--- config.mk ---
export PLATFORM = sky130hd
export DESIGN_NAME = id_ex_stage
export DESIGN_NICKNAME = d
export VERILOG_FILES = /design/src/rtl/id_ex_stage.sv
export SDC_FILE = /design/constraint.sdc
export NUM_CORES = 1
export LEC_CHECK = 0
export BUFFER_PORTS_ARGS = -buffer_cell sky130_fd_sc_hd__buf_2
export CAP_MARGIN = 40
export CELL_PAD_IN_SITES_DETAIL_PLACEMENT = 1
export CELL_PAD_IN_SITES_GLOBAL_PLACEMENT = 2
export CORE_MARGIN = 8
export CORE_UTILIZATION = 24
export CTS_CLUSTER_SIZE = 24
export DETAILED_ROUTE_END_ITERATION = 12
export PLACE_DENSITY = 0.78
export SLEW_MARGIN = 20
export SYNTH_ARGS = -nofsm -noshare
export SYNTH_HDL_FRONTEND = slang
export SYNTH_SLANG_ARGS = --single-unit
--- constraint.sdc ---
create_clock -name clk -period 6.27 [get_ports clk]
set_clock_uncertainty 0.15 [all_clocks]
set_input_delay 0.627 -clock clk [delete_from_list [all_inputs] [get_ports clk]]
set_output_delay 0.627 -clock clk [all_outputs]
set_load 0.005 [all_outputs]
--- src/rtl/id_ex_stage.sv ---
// ID/EX pipeline register of the 5-stage RISC-V core.
// Detects load-use hazards, squashes on flush/stall/empty D, and counts bubbles.
module id_ex_stage #(
    parameter int unsigned XLEN  = 32,
    parameter int unsigned CNT_W = 16
) (
    input  logic              clk,
    input  logic              reset,
    input  logic              ValidD,
    input  logic              RegWriteD,
    input  logic [1:0]        ResultSrcD,
    input  logic              MemWriteD,
    input  logic              BranchD,
    input  logic              JumpD,
    input  logic              ALUSrcAD,
    input  logic              ALUSrcBD,
    input  logic [2:0]        ALUControlD,
    input  logic [2:0]        Funct3D,
    input  logic              UsesRs1D,
    input  logic              UsesRs2D,
    input  logic [4:0]        Rs1D,
    input  logic [4:0]        Rs2D,
    input  logic [4:0]        RdD,
    input  logic [XLEN-1:0]   RD1D,
    input  logic [XLEN-1:0]   RD2D,
    input  logic [XLEN-1:0]   ImmExtD,
    input  logic [XLEN-1:0]   PCD,
    input  logic [XLEN-1:0]   PCPlus4D,
    input  logic              FlushE,
    output logic              ValidE,
    output logic              RegWriteE,
    output logic [1:0]        ResultSrcE,
    output logic              MemWriteE,
    output logic              BranchE,
    output logic              JumpE,
    output logic              ALUSrcAE,
    output logic              ALUSrcBE,
    output logic [2:0]        ALUControlE,
    output logic [2:0]        Funct3E,
    output logic [4:0]        Rs1E,
    output logic [4:0]        Rs2E,
    output logic [4:0]        RdE,
    output logic [XLEN-1:0]   RD1E,
    output logic [XLEN-1:0]   RD2E,
    output logic [XLEN-1:0]   ImmExtE,
    output logic [XLEN-1:0]   PCE,
    output logic [XLEN-1:0]   PCPlus4E,
    output logic              StallF,
    output logic              StallD,
    output logic [CNT_W-1:0]  BubbleCount
);

    localparam logic [1:0] RES_LOAD = 2'b01;

    logic w_rs1_hit;
    logic w_rs2_hit;
    logic w_lw_stall;
    logic w_squash;
    logic w_bubble;

    // Load in EX whose destination is read by the instruction in D; x0 never counts
    always_comb begin
        w_rs1_hit  = UsesRs1D && (Rs1D == RdE);
        w_rs2_hit  = UsesRs2D && (Rs2D == RdE);
        w_lw_stall = ValidE && (ResultSrcE == RES_LOAD) && (RdE != 5'd0)
                     && (w_rs1_hit || w_rs2_hit);
        w_squash   = FlushE || w_lw_stall;
        w_bubble   = w_squash || !ValidD;
    end

    assign StallF = w_lw_stall;
    assign StallD = w_lw_stall;

    always_ff @(posedge clk or posedge reset) begin
        if (reset) begin
            {ValidE, RegWriteE, ResultSrcE, MemWriteE, BranchE, JumpE,
             ALUSrcAE, ALUSrcBE, ALUControlE, Funct3E} <= '0;
            {Rs1E, Rs2E, RdE}                       <= '0;
            {RD1E, RD2E, ImmExtE, PCE, PCPlus4E}    <= '0;
        end else if (w_bubble) begin
            {ValidE, RegWriteE, ResultSrcE, MemWriteE, BranchE, JumpE,
             ALUSrcAE, ALUSrcBE, ALUControlE, Funct3E} <= '0;
            {Rs1E, Rs2E, RdE}                       <= '0;
            {RD1E, RD2E, ImmExtE, PCE, PCPlus4E}    <= '0;
        end else begin
            {ValidE, RegWriteE, ResultSrcE, MemWriteE, BranchE, JumpE,
             ALUSrcAE, ALUSrcBE, ALUControlE, Funct3E} <=
                {1'b1, RegWriteD, ResultSrcD, MemWriteD, BranchD, JumpD,
                 ALUSrcAD, ALUSrcBD, ALUControlD, Funct3D};
            {Rs1E, Rs2E, RdE}                    <= {Rs1D, Rs2D, RdD};
            {RD1E, RD2E, ImmExtE, PCE, PCPlus4E} <= {RD1D, RD2D, ImmExtD, PCD, PCPlus4D};
        end
    end

    // Empty-pipeline bubbles are not counted; the counter sticks at all-ones
    always_ff @(posedge clk or posedge reset) begin
        if (reset) begin
            BubbleCount <= '0;
        end else if (w_squash && (BubbleCount != {CNT_W{1'b1}})) begin
            BubbleCount <= BubbleCount + CNT_W'(1);
        end
    end

endmodule

==> results.toml, run 1 <==
[clock_network]
cts_setup_buffers = 0
htree_levels = 1
numCtsBuffers = 24
ctsHoldBuffers = 0
clkLatencyLatePin_ns = 0.51
cts_max_path_buffers = 3
cts_tree = "built"
clock_sinks = 206
clock-root-buffer = "clkbuf_16"
path_clk_slew_ns = 0.06
cts_resized = 0

[routing]
antenna_left = 0
drtIter0Drc = 276
wirelength_um = 25300
drtPass1Iterations = 4
drcViolationCount = 0
avgRoutedWirePerCell_um = 19.2
vias_per_cell = 4.29
via_count = 5632

[placed_design]
pre_cts_ws_ns = 3.34
gp_congestion = 0.770
portBuffers = 402
dp.final_hpwl_um = 18400

[global_route]
antenna_found_initial = 4
grt_use_total = 0.136
grt_max_degree = 138
grt_pass1_wl_um = 38400
grt_overflow = 0
grt_pass1_vias = 6347

[finish]
fin_nets = 1104
area_delta_synth_final_pct = 44.3
mostFrequentLayoutCell = "buf_2"
nFillCells = 3343
drive_gt1_frac = 0.495
multi_input_area_mm2 = 0.00176
ff_latch_area_mm2 = 0.00515
final_cell_mix = "401 x buf_2, 206 x dfrtp_1, 194 x and3_1"

[worst_setup_path]
cp.arrival_ns = 2.94
criticalPathCategory = "reg2reg"
crit_fanout = 73
worstPathRequired_ns = 6.56
cp-start-kind = "flop"
end_kind = "flop"

[synthesis]
synth_nets = 712
ys_types = 30
synthArstFlopShare = 1.00
yosysSeqAreaShare = 0.723
syn_area_mm2 = 0.00713
synth_edf_count = 0
synth_seq_cells = 206
ys.flop_type = "dfrtp_1"
yosysWarnings = 0
syn_inst = 516
postSynthAreaPerCell_um2 = 13.8

[timing]
tns_ns = 0
final_max_slew_viol_count = 0
fmax_mhz = 378
relSlewSlack = 0.483
period_share = 0.422
worst_pin_slew_ns = 0.775
setup_viol = 0
fin_ws_ns = 3.62
post-route-min-period_ns = 2.65
timing_hold_violations_final = 0
rsz0062_at_grt = "false"

[floorplan]
io_pins = 403
num_rows = 63
die_h_um = 188
die_w_um = 188
initial_core_util = 0.242
coreArea_mm2 = 0.0295
die_area_mm2 = 0.0355

[power_and_ir_drop]
power_density_mw_per_mm2 = 301
ir_worst_vdd_v = 0.000202
p_leak_nw = 6.25

[status]
status = "complete, no violations"

[worst_hold_path]
worstHoldPathType = "in2async"

[job]
maxCapViolations = 0
where the power goes:
group / leakage, nW / switching [W] / internal (W)
sequential: 2.75 / 0.0000534 / 0.00141
combinational: 3.13 / 0.000167 / 0.000155
clock: 0.370 / 0.000535 / 0.000781
worst max-delay path: stages (launching register included):
cell and delay [ns]:
dfrtp_1 0.43, nor3_1 0.26, a211oi_2 0.14, a21oi_4 0.17, buf_4 0.46, buf_4 0.65, and3_1 0.26
synthesized netlist by cell type, types with 2 or more instances:
| cell | n | area (um^2) |
|---|---|---|
| and2_1 | 2 | 12.5 |
| and3_1 | 194 | 1210 |
| buf_6 | 2 | 22.5 |
| clkbuf_1 | 23 | 86.3 |
| clkbuf_2 | 17 | 85.1 |
| dfrtp_1 | 206 | 5150 |
| inv_1 | 2 | 7.51 |
| mux2_2 | 2 | 22.5 |
| nand2_1 | 10 | 37.5 |
| nand3_1 | 3 | 15.0 |
| nand4_1 | 3 | 18.8 |
| nor2_1 | 4 | 15.0 |
| nor3_1 | 7 | 35.0 |
| nor3b_1 | 3 | 22.5 |
| nor4_4 | 2 | 42.5 |
| xnor2_1 | 11 | 96.3 |
| xor2_1 | 12 | 105 |
routing by layer:
metal  wire length [um]  GRT usage  up-vias
met3               2390     0.0536       53
li1                   -          -     2550
met4                742     0.0469        6
met2              12700      0.239      247
met1               9410      0.148     2776
met5                 37          0        -
stage by stage:
| stage | util | hold slack (ns) | instance area [um^2] | cells | total power (W) |
|---|---|---|---|---|---|
| final | 0.349 | 0.192 | 10300 | 1314 | 0.00310 |
| after global placement | 0.322 | 0.333 | 9490 | 1270 | 0.00180 |
| after detailed placement | 0.324 | 0.341 | 9540 | 1272 | 0.00182 |
| after floorplan | - | 0.327 | 7130 | 516 | 0.00162 |
| after CTS | 0.349 | 0.163 | 10300 | 1313 | 0.00318 |
| after global routing | 0.349 | 0.174 | 10300 | 1314 | 0.00326 |
cell type report:
cell class / count / area share
Sequential cell: 206 / 0.501
Timing Repair Buffer: 410 / 0.207
Multi-Input combinational cell: 264 / 0.171
Clock buffer: 35 / 0.0693
Tap cell: 390 / 0.0474
Clock inverter: 6 / 0.00316
Inverter: 2 / 0.00109
Antenna cell: 1 / 0.000243
final timing paths:
path,start,endpoint,slack (ns),cells after the start
min reg2reg,BubbleCount[8]$_DFFE_PP0P_,BubbleCount[8]$_DFFE_PP0P_,0.35,1
max,RdE[1]$_DFF_PP0_,PCE[0]$_DFF_PP0_,3.62,6
min in group clk,RD2D[31],RD2E[31]$_DFF_PP0_,0.20,2
max reg2reg,RdE[1]$_DFF_PP0_,PCE[0]$_DFF_PP0_,3.62,6
min,reset,RD1E[26]$_DFF_PP0_,0.19,3
max in group asynchronous,reset,ImmExtE[0]$_DFF_PP0_,4.62,5
cells by family (layout without fill, tap and decap cells):
| family | count (synthesis) | count (layout) | share of synthesized area |
|---|---|---|---|
| and+or+nand+nor | 233 | 233 | 0.205 |
| DFF | 206 | 206 | 0.723 |
| buffers and inverters | 46 | 453 | 0.0300 |
| xor gates and xnor gates | 23 | 23 | 0.0283 |
| AOI/OAI and AO/OA | 4 | 4 | 0.00702 |
| muxes | 3 | 3 | 0.00474 |
| adders and majority gates | 1 | 1 | 0.00176 |
| other | 0 | 1 | 0 |
flip-flops by register name, indices dropped and copies added (netlist names):
signal and count:
BranchE 1, Rs2E 5, ALUControlE 3, ALUSrcBE 1
RdE 5, RegWriteE 1, Funct3E 3, PCE 32
JumpE 1, MemWriteE 1, BubbleCount 16, ValidE 1
RD2E 32, Rs1E 5, ResultSrcE 2, RD1E 32
PCPlus4E 32, ALUSrcAE 1, ImmExtE 32
Power figures use the tool's default switching activity.
==> inputs of run 2 (changes only) <==
--- a/config.mk
+++ b/config.mk
@@ -5,15 +5,16 @@
 export SDC_FILE = /design/constraint.sdc
 export NUM_CORES = 1
 export LEC_CHECK = 0
+export ABC_AREA = 1
 export BUFFER_PORTS_ARGS = -buffer_cell sky130_fd_sc_hd__buf_2
 export CAP_MARGIN = 40
 export CELL_PAD_IN_SITES_DETAIL_PLACEMENT = 1
 export CELL_PAD_IN_SITES_GLOBAL_PLACEMENT = 2
 export CORE_MARGIN = 8
-export CORE_UTILIZATION = 24
+export CORE_UTILIZATION = 25
 export CTS_CLUSTER_SIZE = 24
 export DETAILED_ROUTE_END_ITERATION = 12
-export PLACE_DENSITY = 0.78
+export PLACE_DENSITY = 0.82
 export SLEW_MARGIN = 20
 export SYNTH_ARGS = -nofsm -noshare
 export SYNTH_HDL_FRONTEND = slang
==> constraint.sdc (replaced) <==
create_clock -name clk -period 2.5 [get_ports clk]
set_clock_uncertainty 0.15 [all_clocks]
set_input_delay 0.25 -clock clk [delete_from_list [all_inputs] [get_ports clk]]
set_output_delay 0.25 -clock clk [all_outputs]
set_load 0.005 [all_outputs]
==> run 2 against run 1 <==
Net effect:
- clock-buffer cell count rose by 4
- critical path type is now reg2out
- largest power group unchanged
- synthesized cell count rose by 51%
- clock power grew to 2.7 times the previous value
- cell area increased by 24%
- largest cell class unchanged
- combinational power grew to 3.2 times the previous value
- final cell count is 37% higher
- worst setup slack got worse by 3.3 ns
- critical path depth up 3
- synthesized area rose by 6.0%
- sequential share of layout area decreased by 9.7 points
- wire length increased by 25%
- first-iteration DRC count shrank 17%
==> results.toml, run 2 <==
[status]
status = "complete, no violations"

[routing]
via_count = 7261
drcViolationCount = 0
vias_per_cell = 4.02
drtIter0Drc = 229
wirelength_um = 31500
antenna_left = 0
drtPass1Iterations = 4
avgRoutedWirePerCell_um = 17.5

[synthesis]
synth_nets = 976
synth_most_common_cell = "inv_1"
yosys-top-cells-count = "213 x inv_1, 210 x nor2_1, 206 x dfrtp_1"
ys_types = 16
yosysSeqAreaShare = 0.682
synthTopCellsByArea = "dfrtp_1 68%, inv_1 11%, nor2_1 10%"
synth_edf_count = 0
yosys.area.top_type = "dfrtp_1"
synthArstFlopShare = 1.00
synth_top_area_frac = 0.682
postSynthAreaPerCell_um2 = 9.69
ys.flop_type = "dfrtp_1"
synth_seq_cells = 206
syn_inst = 780
yosysWarnings = 0
syn_area_mm2 = 0.00755

[timing]
final_max_slew_viol_count = 0
worst_pin_slew_ns = 0.542
relSlewSlack = 0.638
setup_viol = 0
fmax_mhz = 452
rsz0062_at_grt = "false"
timing_hold_violations_final = 0
period_share = 0.885
post-route-min-period_ns = 2.21
tns_ns = 0
hold_ws_ns = 0.0815

[floorplan]
coreArea_mm2 = 0.0297
die_h_um = 190
io_pins = 403
initial_core_util = 0.254
die_w_um = 190
num_rows = 63
die_area_mm2 = 0.0360

[worst_setup_path]
cp-start-kind = "flop"
crit_fanout = 4
end_kind = "output pin"
cp-startpoint = "RdE[3]$_DFF_PP0_"
worstPathRequired_ns = 2.10
rr_startpoint = "BubbleCount[4]$_DFFE_PP0P_"
cp.arrival_ns = 1.81
criticalPathCategory = "reg2out"

[finish]
nFillCells = 3498
final_cell_mix = "402 x buf_2, 212 x inv_1, 210 x nor2_1"
drive_gt1_frac = 0.326
fin_util = 0.429
fin_area_mm2 = 0.0128
ff_latch_area_mm2 = 0.00515
mostFrequentLayoutCell = "buf_2"
fin_cells = 1804
area_delta_synth_final_pct = 68.9
fin_nets = 1584
multi_input_area_mm2 = 0.00141

[clock_network]
numCtsBuffers = 25
path_clk_slew_ns = 0.06
cts_max_path_buffers = 3
htree_levels = 1
cts_resized = 0
ctsHoldBuffers = 190
cts_tree = "built"
clkLatencyLatePin_ns = 0.52
cts_setup_buffers = 0
clock-root-buffer = "clkbuf_16"
clock_sinks = 206

[global_route]
grt_util_met3 = 0.0610
busiest_layer = "met2"
grt_max_degree = 83
gr-usage-met1 = 0.169
antenna_found_initial = 8
grt_pass1_vias = 8547
use_met2 = 0.321
grt_overflow = 0
grt_use_total = 0.171
grt_pass1_wl_um = 48700

[power_and_ir_drop]
p_leak_nw = 7.72
power.switching_w = 0.00203
ir_worst_vdd_v = 0.000484
seqPwrFrac = 0.440
pwr-share-comb = 0.127
power_density_mw_per_mm2 = 637
p_int_w = 0.00610
switching_share = 0.250
power.share.clock = 0.433

[placed_design]
gp_congestion = 0.791
dp.final_hpwl_um = 20900
dpl.cell_count = 1561
dpl_cell_area_mm2 = 0.0100
portBuffers = 402

[worst_hold_path]
min_from = "FlushE"
worstHoldPathType = "in2reg"

[job]
maxCapViolations = 0
==> run 2: path summary, 6_finish.rpt <==
kind | endpoint | slack, ns | cells past startpoint
setup / recovery | StallD | 0.29 | 9
hold / removal | BubbleCount[15]$_DFFE_PP0P_ | 0.08 | 5
setup reg to reg | BubbleCount[10]$_DFFE_PP0P_ | 0.51 | 8
hold reg to reg | BubbleCount[15]$_DFFE_PP0P_ | 0.36 | 2
max in group asynchronous | ValidE$_DFF_PP0_ | 1.18 | 4
min in group asynchronous | ImmExtE[14]$_DFF_PP0_ | 0.21 | 3
==> run 2: worst max-delay path, cell delays in order (launching register included) <==
cell	delay (ns)
dfrtp_1	0.37
inv_1	0.10
nand2_1	0.07
nand2_1	0.06
nor2_1	0.13
nand3_1	0.09
nand2_1	0.09
nand2_1	0.12
inv_1	0.14
buf_2	0.13
==> run 2: cell type report <==
type,count,share of cell area
antenna,8,0.00157
clock buffer,39,0.0563
clock inverter,6,0.00569
inverter,213,0.0630
multi-input combinational,336,0.110
sequential,206,0.404
tap,390,0.0382
timing repair buffer,606,0.321
==> run 2: logic make-up (layout without fill, tap and decap cells) <==
family	after synthesis	count (layout)	synth area share
and+or+nand+nor	324	324	0.170
buffers and inverters	238	864	0.133
DFF	206	206	0.682
xor gates and xnor gates	11	11	0.0128
adders and majority gates	1	1	0.00166
other	0	8	0
==> run 2: layer usage <==
layer,routed length (um),part of all wire,vias to the layer above
met1,10900,0.35,3501
met4,1330,0.042,0
met5,0,0,-
li1,-,-,3395
met2,16700,0.53,293
met3,2620,0.083,72
==> run 2: metrics by stage <==
stage	worst slack, ns	total power, W
final	0.289	0.00813
after CTS	0.225	0.00825
after detailed placement	0.527	0.00442
after floorplan	-0.572	0.00396
after global routing	0.137	0.00850
after global placement	0.585	0.00440
==> run 2: power groups by stage <==
| stage | logic, W | registers [W] | clock network (W) |
|---|---|---|---|
| 6_report | 0.00103 | 0.00358 | 0.00352 |
| 5_1_grt | 0.00115 | 0.00360 | 0.00376 |
| 4_1_cts | 0.00103 | 0.00358 | 0.00364 |
| 3_5_place_dp | 0.000783 | 0.00363 | 0 |
| 3_3_place_gp | 0.000768 | 0.00363 | 0 |
| 2_1_floorplan | 0.000313 | 0.00364 | 0 |
